==> config.mk <==
export PLATFORM = sky130hd
export DESIGN_NAME = idex_pipeline
export DESIGN_NICKNAME = d
export VERILOG_FILES = /design/src/rtl/idex_pipeline.sv
export SDC_FILE = /design/constraint.sdc
export NUM_CORES = 1
export LEC_CHECK = 0
export BUFFER_PORTS_ARGS = -buffer_cell sky130_fd_sc_hd__buf_2
export CORE_MARGIN = 2
export CORE_UTILIZATION = 45
export CTS_CLUSTER_DIAMETER = 120
export CTS_CLUSTER_SIZE = 16
export DETAILED_ROUTE_END_ITERATION = 10
export PLACE_DENSITY_LB_ADDON = 0.15
export SLEW_MARGIN = 0
export SYNTH_ARGS = -nofsm -noshare
export SYNTH_HDL_FRONTEND = slang
export SYNTH_SLANG_ARGS = --single-unit
==> constraint.sdc <==
create_clock -name clk -period 5.6 [get_ports clk]
set_input_delay 0.84 -clock clk [delete_from_list [all_inputs] [get_ports clk]]
set_output_delay 0.84 -clock clk [all_outputs]
set_load 0.02 [all_outputs]
==> src/rtl/idex_pipeline.sv <==
// idex_pipeline: ID/EX pipeline register with load-use hazard detection, bubble insertion
// and a saturating count of the load-use bubbles it inserts.
module idex_pipeline #(
    parameter int DATA_W = 32,
    parameter int CNT_W  = 16
) (
    input  logic              clk,
    input  logic              rst,
    input  logic              Hold,
    input  logic              Flush,
    input  logic [4:0]        IFIDRs,
    input  logic [4:0]        IFIDRt,
    input  logic [4:0]        IFIDRd,
    input  logic [DATA_W-1:0] ReadData1,
    input  logic [DATA_W-1:0] ReadData2,
    input  logic [DATA_W-1:0] SignExtImm,
    input  logic [5:0]        Funct,
    input  logic              RegWrite,
    input  logic              MemtoReg,
    input  logic              MemRead,
    input  logic              MemWrite,
    input  logic              Branch,
    input  logic              ALUSrc,
    input  logic              RegDst,
    input  logic [1:0]        ALUOp,
    output logic [4:0]        IDEXRs,
    output logic [4:0]        IDEXRt,
    output logic [4:0]        IDEXRd,
    output logic [DATA_W-1:0] IDEXData1,
    output logic [DATA_W-1:0] IDEXData2,
    output logic [DATA_W-1:0] IDEXImm,
    output logic [5:0]        IDEXFunct,
    output logic [1:0]        IDEXALUOp,
    output logic              IDEXRegWrite,
    output logic              IDEXMemtoReg,
    output logic              IDEXMemRead,
    output logic              IDEXMemWrite,
    output logic              IDEXBranch,
    output logic              IDEXALUSrc,
    output logic              IDEXRegDst,
    output logic              IDEXValid,
    output logic              PCWrite,
    output logic              IFIDWrite,
    output logic [CNT_W-1:0]  StallCount
);
    logic w_load_use;
    logic w_stall;
    logic w_bubble;

    assign w_load_use = !rst && IDEXMemRead && IDEXValid && (IDEXRt != 5'd0) &&
                        (IDEXRt == IFIDRs || IDEXRt == IFIDRt);
    // A coincident flush already squashes the dependent instruction, so no stall is needed.
    assign w_stall    = w_load_use && !Flush;
    assign w_bubble   = Flush || w_load_use;
    assign PCWrite    = !Hold && !w_stall;
    assign IFIDWrite  = !Hold && !w_stall;

    always_ff @(posedge clk or posedge rst) begin
        if (rst) begin
            IDEXRs       <= '0;
            IDEXRt       <= '0;
            IDEXRd       <= '0;
            IDEXData1    <= '0;
            IDEXData2    <= '0;
            IDEXImm      <= '0;
            IDEXFunct    <= '0;
            IDEXALUOp    <= '0;
            IDEXRegWrite <= 1'b0;
            IDEXMemtoReg <= 1'b0;
            IDEXMemRead  <= 1'b0;
            IDEXMemWrite <= 1'b0;
            IDEXBranch   <= 1'b0;
            IDEXALUSrc   <= 1'b0;
            IDEXRegDst   <= 1'b0;
            IDEXValid    <= 1'b0;
            StallCount   <= '0;
        end else if (!Hold) begin
            IDEXRs       <= w_bubble ? 5'd0 : IFIDRs;
            IDEXRt       <= w_bubble ? 5'd0 : IFIDRt;
            IDEXRd       <= w_bubble ? 5'd0 : IFIDRd;
            IDEXData1    <= w_bubble ? '0 : ReadData1;
            IDEXData2    <= w_bubble ? '0 : ReadData2;
            IDEXImm      <= w_bubble ? '0 : SignExtImm;
            IDEXFunct    <= w_bubble ? 6'd0 : Funct;
            IDEXALUOp    <= w_bubble ? 2'd0 : ALUOp;
            IDEXRegWrite <= !w_bubble && RegWrite;
            IDEXMemtoReg <= !w_bubble && MemtoReg;
            IDEXMemRead  <= !w_bubble && MemRead;
            IDEXMemWrite <= !w_bubble && MemWrite;
            IDEXBranch   <= !w_bubble && Branch;
            IDEXALUSrc   <= !w_bubble && ALUSrc;
            IDEXRegDst   <= !w_bubble && RegDst;
            IDEXValid    <= !w_bubble;
            if (w_stall && StallCount != {CNT_W{1'b1}})
                StallCount <= StallCount + 1'b1;
        end
    end
endmodule
==> run metrics <==
worst IR drop on VDD between 0.2 and 0.25 mV; number of inserted filler cells in the final layout about 960; cell area after technology mapping approximately 5400 sq um; Post-synth EDFFs 0; TritonCTS clock tree built; reported max-cap violation count 0; via count of the routed design around 4.3k; total leakage power ~4 nW; starting density of the core 45.6%; total buffers and inverters traversed by the critical path 2; Remaining DRCs 0; number of post-CTS setup repair buffers 0; path class of the lowest-slack min-delay path reg -> reg; Power Internal roughly 1.9 mW; synthesized net count 515; prevailing post-synth register cell sky130_fd_sc_hd__dfrtp_1; kind of start point of the critical path flop; Die X-Extent around 110 um; total die area ~13,000 sq um; Layout Area Growth over Synthesis 37.9%; Tcrit/Tclk final between 50% and 60%; setup repair after global routing missed its margin false; synthesis-stage register bit count between 100 and 150; number of cell instances on the worst register-to-register path 6; root cell of the clock tree sky130_fd_sc_hd__clkbuf_16; initial antenna violation count 0; Post-Synthesis Cells around 380; gr usage total 21.9%; CP Max Fanout 7; routed vias/inst ~5.3; total setup violations reported at the end of the flow 0; slowest stage cell, crit path sky130_fd_sc_hd__or4_1; combinational share of power about 14%; share of the yosys chip area belonging to registers 66.2%; global-route wire length before repair approximately 22,000 um; synth unique cells 31; number of cells on the worst hold path 1; Resized Gates After CTS 0; P per Cell Area between 300 and 400 nW/um^2; via count of the first global-routing pass 4,315; final worst hold slack around 0.49 ns; path type of the worst setup path reg -> out; fraction of registers with async set or reset after synthesis between 90% and 100%; H-Tree Level Count 4; Data required, critical path ~4.8 ns; Clk pwr share between 40% and 50%; utilization of the core after routing between 60% and 70%; Post-layout nets between 700 and 800; Max-Slew Margin vs Limit 11.2%; switching part of the total between 20% and 30%; Flop pwr share between 40% and 50%; Worst Setup Slack, final 2.50 ns; Die Ht 114 um; peak clock frequency supported by timing roughly 0.32 GHz; switching power total between 0.6 and 0.7 mW; run status finished clean; clock transition time at the flip-flop clock pins of the worst setup and hold paths about 0.05 ns; sum of negative setup slack 0 ns; CP Data Arrival Time between 2 and 2.5 ns; fraction of final layout cells with drive strength greater than 1 47.7%; GR Overflow Total 0; Setup Skew 0.00667 ns; TritonCTS Buffers 17; Worst Max-Slew Pin Slew between 1 and 1.5 ns; clock latency reported for the late side of the worst-skew pair ~0.42 ns; number of cells on the critical path 5; Slowest Stage Delay on Critical Path ~0.56 ns; total wire length roughly 14,000 um; core area 11,900 sq um; DR iter-0 viols approximately 340; hold bufs inserted after CTS 0; Largest delay share family, worst path simple AND/OR/NAND/NOR gates; shortest period the worst path allows 3.10 ns; Final Total Pwr roughly 2.6 mW; total of buffers placed on input and output ports 274; Max Buffers Root-to-Sink 2; final hold violation count 0; Yosys warning total 0; weighted congestion reported at the end of routability-driven placement around 0.85; final antenna diode count 0; sink count of the clock tree between 100 and 150; largest net degree at the start of global routing roughly 130; series of cell instances along the critical path or4_1, o21ai_2, inv_2, a31oi_1, buf_2; Post-Place Setup Slack between 2 and 3 ns; Mean Syn Cell Area around 14 sq um; Detail Route Antenna Nets 0; first-pass iteration count of the detailed router 6; final routed wire length divided by cell count 17.3 um; detailed placer's ending HPWL between 9000 and 10,000 um; number of top-level pins about 280; Placement Rows 40; Setup crit end kind output pin; Final Max Slew Viols 0
[state kept, by name, indices dropped and copies added (netlist names)]
name	flops
IDEXBranch	1
IDEXData1	32
IDEXALUSrc	1
IDEXRd	5
StallCount	16
IDEXData2	32
IDEXImm	32
IDEXRegDst	1
IDEXMemWrite	1
IDEXRs	5
IDEXALUOp	2
IDEXValid	1
IDEXMemRead	1
IDEXFunct	6
IDEXMemtoReg	1
IDEXRegWrite	1
IDEXRt	5
[area by class of cell]
type                    instances  area (sq um)  share of cell area, %
repair buffers                278          1420                   19.0
multi-input cells             206          1660                   22.3
flip-flops and latches        143          3580                   48.0
inverters                       6          27.5                  0.369
clock buffers                  21           470                   6.31
clock inverters                11           114                   1.53
well taps                     147           184                   2.47
[logic make-up (layout without fill, tap and decap cells)]
group	count (synthesis)	in the layout	share of synthesized area, %
muxes	2	2	0.417
buffers and inverters	35	316	3.06
AOI/OAI and AO/OA	131	131	21.3
xor gates and xnor gates	24	24	3.89
and+or+nand+nor	48	48	4.93
adders and majority gates	1	1	0.231
DFF	143	143	66.2
[placed cells by master, fill, tap and decap left out, types with 2 or more instances in the layout]
cell type	synthesis	layout
sky130_fd_sc_hd__nand3_1	17	17
sky130_fd_sc_hd__xnor2_1	24	24
sky130_fd_sc_hd__clkbuf_8	0	3
sky130_fd_sc_hd__dfrtp_1	143	143
sky130_fd_sc_hd__inv_1	5	4
sky130_fd_sc_hd__nand2_1	6	6
sky130_fd_sc_hd__clkbuf_16	0	17
sky130_fd_sc_hd__nor4_1	4	4
sky130_fd_sc_hd__mux2_2	2	2
sky130_fd_sc_hd__bufinv_16	0	2
sky130_fd_sc_hd__clkinv_2	0	6
sky130_fd_sc_hd__buf_2	9	273
sky130_fd_sc_hd__clkinvlp_4	0	2
sky130_fd_sc_hd__buf_4	4	4
sky130_fd_sc_hd__a22o_1	126	126
sky130_fd_sc_hd__nand3b_1	2	2
sky130_fd_sc_hd__nand4_1	4	4
sky130_fd_sc_hd__and3_1	2	2
sky130_fd_sc_hd__nor2_1	4	4
sky130_fd_sc_hd__nor3_1	2	2
[worst paths after layout]
path | start | end | slack (ns)
max in group asynchronous | rst | StallCount[9]$_DFFE_PP0P_ | 3.82
max | IDEXRt[1]$_DFFE_PP0N_ | IFIDWrite | 2.50
max reg2reg | IDEXRt[1]$_DFFE_PP0N_ | IDEXRt[1]$_DFFE_PP0N_ | 2.72
min | StallCount[8]$_DFFE_PP0P_ | StallCount[8]$_DFFE_PP0P_ | 0.49
min in group asynchronous | rst | StallCount[12]$_DFFE_PP0P_ | 0.61
min reg2reg | StallCount[8]$_DFFE_PP0P_ | StallCount[8]$_DFFE_PP0P_ | 0.49
[power by group through the flow]
stage          clock (mW)  sequential (mW)  combinational, mW
6_report             1.11             1.15              0.360
5_1_grt              1.18             1.16              0.387
4_1_cts              1.13             1.15              0.365
3_5_place_dp            0             1.16              0.366
3_3_place_gp            0             1.16              0.358
2_1_floorplan           0             1.25              0.123
[synthesized netlist by cell type, types with 4 or more instances]
cell type	instances	area, sq um
sky130_fd_sc_hd__nand4_1	4	25.0
sky130_fd_sc_hd__buf_4	4	30.0
sky130_fd_sc_hd__nand2_1	6	22.5
sky130_fd_sc_hd__buf_2	9	45.0
sky130_fd_sc_hd__xnor2_1	24	210
sky130_fd_sc_hd__nor4_1	4	25.0
sky130_fd_sc_hd__dfrtp_1	143	3580
sky130_fd_sc_hd__nand3_1	17	85.1
sky130_fd_sc_hd__nor2_1	4	15.0
sky130_fd_sc_hd__inv_1	5	18.8
sky130_fd_sc_hd__clkbuf_1	15	56.3
sky130_fd_sc_hd__a22o_1	126	1100
[metal layers]
metal  up-vias  routed length, um  GRT usage, %
met4         0                260          8.13
met3        26               1060          7.12
met2       175               6780          34.1
li1       1984                  -             -
met5         -                  0             0
met1      2112               5940          28.8
[per-stage QoR]
step                      std cells  instance area, sq um
after global placement          780                  6870
after global routing            812                  7450
after floorplan                 384                  5400
after CTS                       812                  7450
final                           812                  7450
after detailed placement        780                  6870
Note: power is estimated with default switching activity, not from simulation.
